===== src/rtl/add_sub64_seq_pkg.sv =====
// Shared definitions for the sequential 64-bit add/subtract unit.
// Holds the operation encodings, the controller state enum and a small helper.
package add_sub64_seq_pkg;

    typedef enum logic [1:0] {
        OP_ADD64 = 2'b00,
        OP_ADC64 = 2'b01,
        OP_SUB64 = 2'b10,
        OP_RSB64 = 2'b11
    } op_e;

    typedef enum logic [1:0] {
        ST_IDLE = 2'b00,
        ST_LO   = 2'b01,
        ST_HI   = 2'b10,
        ST_DONE = 2'b11
    } state_e;

    // Subtract-type ops feed the adder with ~y and a forced carry-in of 1.
    function automatic logic op_inverts(input op_e o);
        return (o == OP_SUB64) || (o == OP_RSB64);
    endfunction

endpackage


===== src/rtl/add_sub64_seq_add32_core.sv =====
// 32-bit combinational adder shared by the low and high word passes.
// Ports: x, y (addends), cin (carry-in), sum (result), cout (carry-out).
module add32_core (
    input  logic [31:0] x,
    input  logic [31:0] y,
    input  logic        cin,
    output logic [31:0] sum,
    output logic        cout
);

    logic [32:0] full;

    assign full = {1'b0, x} + {1'b0, y} + {32'd0, cin};
    assign sum  = full[31:0];
    assign cout = full[32];

endmodule


===== src/rtl/add_sub64_seq.sv =====
// Sequential 64-bit ADD/ADC/SUB/RSB built on one time-shared 32-bit adder.
// Ports: clk, rst (sync, active-high), start/op/a/b request; busy, done, s, n/z/c/v results.
module add_sub64_seq
    import add_sub64_seq_pkg::*;
(
    input  logic        clk,
    input  logic        rst,
    input  logic        start,
    input  logic [1:0]  op,
    input  logic [63:0] a,
    input  logic [63:0] b,
    output logic        busy,
    output logic        done,
    output logic [63:0] s,
    output logic        n,
    output logic        z,
    output logic        c,
    output logic        v
);

    state_e      state;
    op_e         op_in;
    op_e         op_r;
    logic [63:0] x_r;
    logic [63:0] y_r;
    logic        cin_sel;
    logic [31:0] s_lo;
    logic        k;
    logic        zlo;

    logic [63:0] y_eff;
    logic        cin_lo;
    logic        hi_sel;
    logic [31:0] add_x;
    logic [31:0] add_y;
    logic        add_cin;
    logic [31:0] add_sum;
    logic        add_cout;

    assign op_in = op_e'(op);

    // Operand conditioning: subtract-type ops add the one's complement.
    always_comb begin
        y_eff = op_inverts(op_r) ? ~y_r : y_r;
        unique case (op_r)
            OP_ADD64: cin_lo = 1'b0;
            OP_ADC64: cin_lo = cin_sel;
            OP_SUB64: cin_lo = 1'b1;
            OP_RSB64: cin_lo = 1'b1;
            default:  cin_lo = 1'b0;
        endcase
    end

    // Word select for the shared adder: low word in LO, high word in HI.
    always_comb begin
        hi_sel  = (state == ST_HI);
        add_x   = hi_sel ? x_r[63:32]   : x_r[31:0];
        add_y   = hi_sel ? y_eff[63:32] : y_eff[31:0];
        add_cin = hi_sel ? k            : cin_lo;
    end

    add32_core u_add (
        .x    (add_x),
        .y    (add_y),
        .cin  (add_cin),
        .sum  (add_sum),
        .cout (add_cout)
    );

    always_ff @(posedge clk) begin
        if (rst) begin
            state   <= ST_IDLE;
            busy    <= 1'b0;
            done    <= 1'b0;
            s       <= 64'd0;
            n       <= 1'b0;
            z       <= 1'b0;
            c       <= 1'b0;
            v       <= 1'b0;
            op_r    <= OP_ADD64;
            x_r     <= 64'd0;
            y_r     <= 64'd0;
            cin_sel <= 1'b0;
            s_lo    <= 32'd0;
            k       <= 1'b0;
            zlo     <= 1'b0;
        end else begin
            unique case (state)
                ST_IDLE: begin
                    done <= 1'b0;
                    if (start) begin
                        op_r    <= op_in;
                        // Reverse subtract swaps operands so it computes b - a.
                        x_r     <= (op_in == OP_RSB64) ? b : a;
                        y_r     <= (op_in == OP_RSB64) ? a : b;
                        cin_sel <= c;
                        busy    <= 1'b1;
                        state   <= ST_LO;
                    end
                end
                ST_LO: begin
                    s_lo  <= add_sum;
                    k     <= add_cout;
                    zlo   <= (add_sum == 32'd0);
                    state <= ST_HI;
                end
                ST_HI: begin
                    s     <= {add_sum, s_lo};
                    c     <= add_cout;
                    n     <= add_sum[31];
                    z     <= zlo & (add_sum == 32'd0);
                    v     <= (x_r[63] == y_eff[63]) & (add_sum[31] != x_r[63]);
                    done  <= 1'b1;
                    state <= ST_DONE;
                end
                ST_DONE: begin
                    done  <= 1'b0;
                    busy  <= 1'b0;
                    state <= ST_IDLE;
                end
                default: begin
                    busy  <= 1'b0;
                    done  <= 1'b0;
                    state <= ST_IDLE;
                end
            endcase
        end
    end

endmodule


===== config.mk =====
export PLATFORM = sky130hd
export DESIGN_NAME = add_sub64_seq
export DESIGN_NICKNAME = d
export VERILOG_FILES = /design/src/rtl/add_sub64_seq_pkg.sv /design/src/rtl/add_sub64_seq_add32_core.sv /design/src/rtl/add_sub64_seq.sv
export SDC_FILE = /design/constraint.sdc
export NUM_CORES = 1
export LEC_CHECK = 0
export BUFFER_PORTS_ARGS = -buffer_cell sky130_fd_sc_hd__buf_4
export CORE_MARGIN = 8
export CORE_UTILIZATION = 30
export CTS_BUF_LIST = sky130_fd_sc_hd__clkbuf_8 sky130_fd_sc_hd__clkbuf_16
export DETAILED_ROUTE_END_ITERATION = 12
export GPL_ROUTABILITY_DRIVEN = 0
export GPL_TIMING_DRIVEN = 0
export SYNTH_ARGS = -nofsm -noshare
export SYNTH_HDL_FRONTEND = slang
export SYNTH_SLANG_ARGS = --single-unit

===== constraint.sdc =====
create_clock -name clk -period 9.3 [get_ports clk]
set_input_delay 0 -clock clk [delete_from_list [all_inputs] [get_ports clk]]
set_output_delay 0 -clock clk [all_outputs]
set_load 0.01 [all_outputs]

==> flow_summary.toml <==
[floorplan]
die_w_um = 222
num_rows = 75
start_util_pct = 30.4
num_io_pins = 203
core_area_mm2 = 0.0419
die_y_um = 222
dieArea_mm2 = 0.0492

[power]
p_leak_nw = 7.02
p_int_mw = 3.03
clockPowerShare_pct = 17.6
switching_share_pct = 44.3
power.density_mw_per_mm2 = 309
peakVddDrop_uv = 149
switchingPower_mw = 2.42
pwr-share-comb_pct = 54.8
seqPwrFrac_pct = 27.6

[logic_synthesis]
syn-num-nets = 1708
synthArstFlopShare_pct = 0
avgSynthCellArea_um2 = 8.26
syn_area_mm2 = 0.0127
syn-instance-count = 1538
synthFlopType = "dfxtp_1"
synth-edff-count = 0
ys_ff_latch = 236
yosysWarningCount = 0
ys_seq_area_share_pct = 37.2
ys_types = 73

[clock_tree]
numClockSinks = 236
clk_latency_ps = 540
cts_tree = "yes"
clockBufferDepth = 3
hold_buffers = 194
clk_pin_slew_ps = 60
post_cts_buffers = 0
cts_resized = 0
htree_levels = 1
cts_root_buffer = "clkbuf_16"
cts-buffers-inserted = 25

[sta]
finalSetupViolCount = 0
setup_tns_ps = 0
relSlewSlack_pct = 15.1
final.period_utilization_pct = 62.3
final.min_clock_period_ps = 5790
hold-worst-slack_ps = 147
hold_violations = 0
maxSlewViolCount = 0
rsz0062_at_grt = "no"
fmax_ghz = 0.173
tightest_slew_ps = 1240
skew_ps = 32.3

[cells_and_area]
fin_nets = 2131
postLayoutCellArea_mm2 = 0.0176
mostFrequentLayoutCell = "nor2_1"
final_cells = 2519
syn_to_final_growth_pct = 38.6
drive_gt1_share_pct = 14.7
mostFrequentLayoutCells = "255 x nor2_1, 236 x dfxtp_1, 205 x buf_4"
post-route-util_pct = 42.1
diodes = 0

[routing]
drtAntennaViolNets = 0
wire_per_inst_um = 19.8
via_per_inst = 5.38
num_vias = 13600
drc = 0
wirelength_um = 49800
drt-initial-drc-count = 1381
drt_pass1_iterations = 6

[grt]
gr-total-overflow = 0
antenna_found_initial = 0
track_usage_pct = 19.3
grt_pass1_wl_um = 77200
grt_pass1_vias = 13400
grt_start_max_net_pins = 14

[placed_design]
dp_cells = 2279
hpwlAfterDp_um = 38200
place_area_mm2 = 0.0149
port_buffers = 202

[worst_setup_path]
path_max_fanout = 10
worstPathCellList = "inv_1 -> ha_1 -> clkbuf_1 -> buf_1 -> mux2i_1 -> fa_1 -> inv_1 -> fa_1 -> a21o_1 -> a41o_1 -> o21ba_2 -> nor3_2 -> mux2i_1 -> a2111oi_0 -> nor3_1 -> nand4_1 -> o41ai_1"
cp.arrival_ps = 6170
worst_setup_path_end_kind = "register"
startpoint_type = "register"
r2r_start = "state[0]"
critical-path-slowest-cell = "a2111oi_0"
crit_required_ps = 9680
critical_path_class = "reg -> reg"
crit_path_max_incr_delay_ps = 1060
rrSetupSlack_ps = 3510
cp-startpoint = "state[0]"

[worst_hold_path]
min_from = "op[0]"
hold_path.class = "in -> reg"

[flow_run]
cap_violations = 0

[status]
status = "complete, no violations"
logic make-up after synthesis:
logic type	after synthesis	share of synthesized area, %
adders and majority gates	37	3.76
xor gates and xnor gates	50	3.45
and+or+nand+nor	622	21.3
buffers and inverters	152	4.65
AOI/OAI and AO/OA	297	18.1
DFF	236	37.2
muxes	144	11.6
metal layers:
| metal | track usage, % | routed length, µm | up-vias |
|---|---|---|---|
| li1 | - | - | 6426 |
| met1 | 26.2 | 22300 | 6379 |
| met2 | 31.6 | 22400 | 670 |
| met3 | 3.33 | 4000 | 75 |
| met4 | 4.17 | 1070 | 0 |
| met5 | 0 | 0 | - |
cell type report:
cell class	count	area, µm²
fill	4153	24200
timing repair buffer	396	3460
multi-input combinational	1150	7400
tap	539	674
clock inverter	19	123
sequential	236	4720
buffer	138	538
inverter	14	52.6
clock buffer	27	653
sequential cells by signal, indices dropped and copies added, names as in the netlist, 2 cells and up:
register / flops
y_r: 64
op_r: 2
s_lo: 32
s: 64
state: 2
x_r: 64
stage by stage:
stage	power, mW	worst slack (ps)
after floorplan	3.37	4970
after global placement	4.24	3530
after detailed placement	4.29	3470
after CTS	5.40	3470
after global routing	5.78	3170
final	5.45	3510
critical path, delay by kind of cell (launching register included):
family,cells,cell delay (ps)
AOI/OAI and AO/OA,5,1850
muxes,2,560
buffers and inverters,4,1450
and+or+nand+nor,3,600
DFF,1,340
adders and majority gates,3,840
synthesized netlist by cell type, types with 3 or more instances:
cell	number	share of area (%)
o22ai_1	5	0.25
mux2i_1	113	8.9
nand3_1	139	5.5
nor3_1	5	0.20
dfxtp_1	236	37
inv_1	14	0.41
clkbuf_1	118	3.5
a211oi_1	25	1.5
nor2_1	255	7.5
nor2b_1	3	0.15
a21o_1	10	0.59
o21a_1	4	0.24
buf_1	15	0.44
nand2b_1	3	0.15
xnor2_1	40	2.8
xor2_1	10	0.69
a21boi_0	4	0.24
a311oi_1	132	9.1
and3_1	6	0.30
nand4_1	9	0.44
or3_1	5	0.25
and4_1	4	0.28
buf_4	3	0.18
a31oi_1	8	0.39
nand2_1	167	4.9
and2_1	11	0.54
o31ai_1	3	0.18
mux2_2	31	2.7
o21ai_0	18	0.71
a21oi_1	46	1.8
ha_1	35	3.4
o211ai_1	5	0.30
worst paths after layout:
path                                end  depth (start not counted)
worst max-delay path                zlo                         17
worst min-delay path             y_r[8]                          4
worst max register to register      zlo                         17
worst min register to register  cin_sel                          2
power groups by stage:
stage	clock network, mW	logic (mW)	registers (mW)
floorplan	0	1.90	1.47
global placement	0	2.74	1.51
detailed placement	0	2.77	1.51
CTS	0.964	2.94	1.49
global route	1.01	3.24	1.53
finish	0.957	2.99	1.50
(Power assumes the default switching activity.)
